### src/rtl/ysyx_23060208_regfile_mp.sv
// Multi-port integer register file with NR_READ read ports, NR_WRITE write ports and a
// sequential clear sweep. Optional write-to-read forwarding: YSYX_23060208_RF_BYPASS_EN.
module ysyx_23060208_regfile_mp #(
  parameter int REG_WIDTH  = 5,
  parameter int DATA_WIDTH = 32,
  parameter int NR_READ    = 2,
  parameter int NR_WRITE   = 2
) (
  input  logic                           clock,
  input  logic                           reset,
  input  logic                           clr,
  input  logic [NR_WRITE-1:0]            wen,
  input  logic [NR_WRITE*REG_WIDTH-1:0]  waddr,
  input  logic [NR_WRITE*DATA_WIDTH-1:0] wdata,
  input  logic [NR_READ*REG_WIDTH-1:0]   raddr,
  output logic [NR_READ*DATA_WIDTH-1:0]  rdata,
  output logic                           busy
);

  localparam int DEPTH = 1 << REG_WIDTH;
  localparam logic [REG_WIDTH-1:0] CNT_ONE  = 1;
  localparam logic [REG_WIDTH-1:0] CNT_LAST = '1;

  typedef enum logic {
    SWEEP,
    RUN
  } state_t;

  state_t                 state_q, state_d;
  logic [REG_WIDTH-1:0]   cnt_q, cnt_d;
  logic                   clear_en;
  logic [DATA_WIDTH-1:0]  rf [DEPTH];

  assign busy = reset | (state_q == SWEEP);

  always_ff @(posedge clock) begin
    if (reset) begin
      state_q <= SWEEP;
      cnt_q   <= CNT_ONE;
    end else begin
      state_q <= state_d;
      cnt_q   <= cnt_d;
    end
  end

  // A clr during the sweep restarts it without clearing the current entry.
  always_comb begin
    state_d  = state_q;
    cnt_d    = cnt_q;
    clear_en = 1'b0;
    case (state_q)
      SWEEP: begin
        if (clr) begin
          cnt_d = CNT_ONE;
        end else begin
          clear_en = 1'b1;
          cnt_d    = cnt_q + CNT_ONE;
          if (cnt_q == CNT_LAST) begin
            state_d = RUN;
          end
        end
      end
      RUN: begin
        if (clr) begin
          state_d = SWEEP;
          cnt_d   = CNT_ONE;
        end
      end
      default: begin
        state_d = SWEEP;
        cnt_d   = CNT_ONE;
      end
    endcase
  end

  // Later ports are applied last, so the highest enabled index wins an address conflict.
  always_ff @(posedge clock) begin
    if (!reset) begin
      if (state_q == SWEEP) begin
        if (clear_en) begin
          rf[cnt_q] <= '0;
        end
      end else begin
        for (int i = 0; i < NR_WRITE; i++) begin
          if (wen[i] && (waddr[i*REG_WIDTH +: REG_WIDTH] != '0)) begin
            rf[waddr[i*REG_WIDTH +: REG_WIDTH]] <= wdata[i*DATA_WIDTH +: DATA_WIDTH];
          end
        end
      end
    end
  end

  always_comb begin
    rdata = '0;
    for (int j = 0; j < NR_READ; j++) begin
      if (!busy && (raddr[j*REG_WIDTH +: REG_WIDTH] != '0)) begin
        rdata[j*DATA_WIDTH +: DATA_WIDTH] = rf[raddr[j*REG_WIDTH +: REG_WIDTH]];
`ifdef YSYX_23060208_RF_BYPASS_EN
        for (int i = 0; i < NR_WRITE; i++) begin
          if (wen[i] && (waddr[i*REG_WIDTH +: REG_WIDTH] == raddr[j*REG_WIDTH +: REG_WIDTH])) begin
            rdata[j*DATA_WIDTH +: DATA_WIDTH] = wdata[i*DATA_WIDTH +: DATA_WIDTH];
          end
        end
`endif
      end
    end
  end

endmodule

### config.mk
export PLATFORM = sky130hd
export DESIGN_NAME = ysyx_23060208_regfile_mp
export DESIGN_NICKNAME = d
export VERILOG_FILES = /design/src/rtl/ysyx_23060208_regfile_mp.sv
export SDC_FILE = /design/constraint.sdc
export NUM_CORES = 2
export LEC_CHECK = 0
export BUFFER_PORTS_ARGS = -buffer_cell sky130_fd_sc_hd__buf_2
export CORE_UTILIZATION = 55
export CTS_CLUSTER_DIAMETER = 50
export DETAILED_ROUTE_END_ITERATION = 10
export PLACE_DENSITY = 0.74
export SYNTH_ARGS = -nofsm -noshare
export SYNTH_HDL_FRONTEND = slang
export SYNTH_SLANG_ARGS = --single-unit
export TNS_END_PERCENT = 10
### constraint.sdc
create_clock -name clock -period 4.5 [get_ports clock]
set_clock_uncertainty 0.05 [all_clocks]
set_input_delay 1.125 -clock clock [delete_from_list [all_inputs] [get_ports clock]]
set_output_delay 1.125 -clock clock [all_outputs]
set_load 0.02 [all_outputs]
Word level (Yosys, flattened, before mapping):

Memories as Yosys holds them, arrays and structs flattened.
Index checks and enable logic that the tools add are counted.
Widths: inputs -> output; s select.

* flip-flop bits (word level): 6
* bits in writable memories: 1024
* output and inout bits: 65
* memories: 1

Memories
* rf: depth 32, bits a word 32, read ports 2, clocked after Yosys merged registers in 0, write ports 2, RTL line 32 `logic [DATA_WIDTH-1:0] rf [DEPTH];`

* muxes and demuxes: 25
* reductions and logical operators: 10
* bitwise logic cells: 2
* add/subtract/negate cells: 1
* equality and inequality tests: 2

Operators with widths (number)
* $mux 32: 3
* $reduce_or 32->1: 1
* $reduce_bool 5->1: 4
* $mux 1: 17
* $mux 5: 3
* $pmux 5 s2: 1
* $add 5x1->5 const B: 1
* $eq 5x5->1 const B: 1
* $logic_and 1x1->1: 4
* $ne 2x2->1 const B: 1
* $pmux 1 s2: 1
* $logic_not 1->1: 1
* $not 1->1: 1
* $or 1x1->1: 1

Longest topological paths before layout:

* word-level depth: 8
* mapped depth: 9

Worst setup path before layout:

No wires, ideal clock.

* path type: input-to-reg
* start point: in waddr[3]
* end point: mem rf[17][0] (enable)
* setup slack: -347 ps
* data arrival time: 4332 ps
* stages: 6
* buffers on the path: 2
* data required time: 3984 ps
* cells stage by stage: clkbuf_2 -> nor3_2 -> a21oi_2 -> buf_2 -> o211ai_1 -> o21ai_0

RTL lines
* from (decl): RTL line 13 `input logic [NR_WRITE*REG_WIDTH-1:0] waddr,`
* to (decl): RTL line 32

Worst setup path in the final report:

* start point: in reset
* end point: out rdata[37]

* longest elaborated chain between the ends: 4

RTL lines
* from (decl): RTL line 10 `input logic reset,`
* $or 1x1->1: RTL line 34 `assign busy = reset | (state_q == SWEEP);`
* $logic_not 1->1: RTL line 96 `if (!busy && (raddr[j*REG_WIDTH +: REG_WIDTH] != '0)) begin`
* $logic_and 1x1->1: RTL line 96
* $mux 32: RTL line 96
* to (decl): RTL line 16 `output logic [NR_READ*DATA_WIDTH-1:0] rdata,`

No other way between the ends.

==> key figures <==
Min path
  • Min-Delay Path Class: reg2reg

Worst setup path
  • Category of the worst setup path launch point: primary input
  • Highest-delay cell along the critical path: buf_4
  • Largest fanout on the critical path: 12
  • Setup CP Type: in2out
  • CP delay by family, top: simple AND/OR/NAND/NOR gates
  • CP Cell Sequence: buf_2 -> and2b_1 -> inv_2 -> nor3b_2 -> buf_4 -> nand3_1 -> nand4_1 -> buf_2
  • Required time at the worst-slack endpoint: 3.32 ns
  • Kind of end point of the critical path: output port
  • Critical path's most frequent cell: buf_2
  • CP Data Arrival Time: about 3.3 ns
  • Largest stage delay, worst path: 0.40 ns
  • Count of buffering cells on the critical path with inverters included: 4

Synthesis
  • Mapped cell area: about 62000 um2
  • Number of nets in the synthesized netlist: ~4500
  • Number of enable-type register cells in the synthesized netlist: between 1000 and 1500
  • Number of distinct library cells after synthesis: 61
  • Yosys Warn Count: 0
  • Proportion of synthesized flip-flops having asynchronous set or reset: 0%
  • Dominant synthesized flop cell: edfxtp_1
  • Cells after Synth: between 4000 and 5000
  • Flop and latch count out of synthesis: around 1000
  • Post-synthesis sequential area ratio: between 50 and 60%
  • Per-instance average area after synthesis: 13.91 um2

Drt
  • Wirelength, routed: around 210 mm
  • Detailed router's first-iteration violation count: approximately 7000
  • Number of vias in the routed layout: around 44000
  • Number of nets with antenna violations after detailed routing: 0
  • Routed len/inst: 35.49 um
  • Detailed-router iteration count before antenna repair: 9
  • Vias per cell: between 7 and 8
  • Remaining routing DRC violations: 0

Status
  • Status: finished clean

Clock network
  • Cts repair resizes: 0
  • CTS buffer count: about 130
  • CTS tree: yes
  • Number of buffers inserted for hold repair after clock tree synthesis: 0
  • Clock sink count: ~1000
  • H-Tree Level Count: 4
  • Clock slew at the register clock pins of the worst setup and hold paths: ~0.050 ns
  • Number of buffers inserted to repair setup after CTS: 0
  • Maximum clock insertion buffer count: 3
  • Buffer cell driving the clock tree root: clkbuf_16
  • Clock latency reported for the late side of the worst-skew pair: 0.73 ns

Pwr
  • Power per cell area: between 300 and 400 nW/um2
  • Highest ir drop seen on vdd: 0.3875 mV
  • Leakage dissipation: ~29 nW

Die
  • Die span in x: around 340 um
  • Core outline area: 110800 um2
  • Vert. Die Dim: around 340 um
  • Effective utilization at floorplan: between 50 and 60%
  • Floorplan row count: 122
  • # IOs: 154
  • Die Outline Area: about 110000 um2

Layout
  • Top library cells by usage in the layout, fill and taps aside: edfxtp_1, mux2_2, mux2i_1, a22oi_1, nand3_1
  • Fraction of layout cells with a size suffix above 1: 40.40%
  • Total Nets Final: approximately 4500
  • Most frequent standard cell in the layout excluding fill and tap cells: edfxtp_1
  • Layout area overhead: 13.52%
  • Post-layout utilization of the core: between 60% and 70%
  • Finished Layout Cells: 6023

Timing
  • Tightest hold margin: 0.5213 ns
  • Actual slew at the worst max-slew pin: between 1 and 1.5 ns
  • Finish-stage setup viols: 0
  • Final critical-path share of the clock period: a little over nine tenths
  • Slew Limit Fails: 0
  • Relative slew slack: ~14%
  • Post-route minimum period: 4.422 ns
  • Setup WS post-layout: between 0.07 and 0.08 ns
  • Fmax: 226.2 MHz
  • Number of hold violations in the final report: 0
  • RSZ-0062 raised after global routing: false

Place
  • Detailed placement HPWL: 124.6 mm
  • Cell count after placement: around 5800
  • Weighted congestion reported at the end of routability-driven placement: between 0.8 and 0.9
  • DP Worst Slack: 0.1255 ns
  • Count of input and output buffers: 153

GRT
  • Via count of the first global-routing pass: around 42000
  • Largest net degree at the start of global routing: 56
  • Global-route wire length before repair: approximately 300 mm
  • Remaining global-route overflow: 0
  • Global router's overall resource usage: around 37%
  • Number of antenna violations at the first check in global routing: 1

Flow run
  • Maxcap violations: 0
==> report_power, final <==
| part | switching (mW) | internal [mW] | total, mW |
|---|---|---|---|
| sequential | 0.0110 | 10.4 | 10.4 |
| combinational | 0.872 | 0.563 | 1.43 |
| clock | 4.24 | 6.45 | 10.7 |
| total | 5.13 | 17.4 | 22.6 |
==> tightest hold or removal path, stage by stage (launching register included) <==
cell      delay, ns
dfxtp_1        0.40
xor2_1         0.09
nand2b_1       0.05
==> cells in the mapped netlist, drive strengths merged (10+ instances only) <==
master | number | share of area, %
mux2 | 1056 | 19
edfxtp | 1024 | 50
mux2i | 770 | 13
a22oi | 385 | 4.7
buf | 297 | 2.5
clkbuf | 247 | 1.5
nand3 | 197 | 1.6
mux4 | 128 | 4.7
nand2 | 79 | 0.48
nand4 | 65 | 0.67
and2 | 34 | 0.35
nor2 | 27 | 0.16
o21ai | 18 | 0.15
nor3 | 10 | 0.15
==> stage by stage <==
| stage | setup TNS, ns | instance area [um2] | power [mW] |
|---|---|---|---|
| 6_report | 0 | 69930 | 22.55 |
| 5_1_grt | 0 | 69920 | 22.96 |
| 4_1_cts | 0 | 69910 | 22.52 |
| 3_5_place_dp | 0 | 65550 | 12.01 |
| 3_3_place_gp | 0 | 65550 | 12.00 |
| 2_1_floorplan | -132.79 | 61600 | 11.53 |
==> metal layers <==
| layer | GRT usage, % | routed length [um] |
|---|---|---|
| met5 | 0 | 0 |
| met4 | 23.25 | 14900 |
| met1 | 49.04 | 79540 |
| met3 | 8.690 | 25540 |
| met2 | 55.18 | 93760 |
==> layout make-up <==
class / count / area (um2)
multi-input combinational: 2852 / 28880
timing repair buffer: 409 / 3938
tap: 1488 / 1862
antenna: 5 / 12.51
clock inverter: 76 / 757.0
fill: 8176 / 40900
sequential: 1030 / 30870
clock buffer: 161 / 3603
inverter: 2 / 7.507
==> final timing paths <==
check                              start         to  slack, ns  cells after the start
worst max-delay path               reset  rdata[37]       0.08                      8
worst min-delay path            cnt_q[0]   cnt_q[0]       0.52                      2
worst max register to register   state_q   rf[3][3]       1.14                      5
worst min register to register  cnt_q[0]   cnt_q[0]       0.52                      2
==> registers in the layout, summed over array words and instances, names as in the netlist <==
name,count
rf,1024
state_q,1
cnt_q,5
==> cells by family after synthesis <==
family                     after synthesis  share of synthesized area, %
AOI/OAI and AO/OA                      436                         5.249
xor gates and xnor gates                 3                       0.04266
adders and majority gates                2                       0.04062
buffers and inverters                  546                         4.020
DFF                                   1030                         50.11
muxes                                 1954                         36.50
and+or+nand+nor                        457                         4.038
Power figures use the tool's default switching activity.
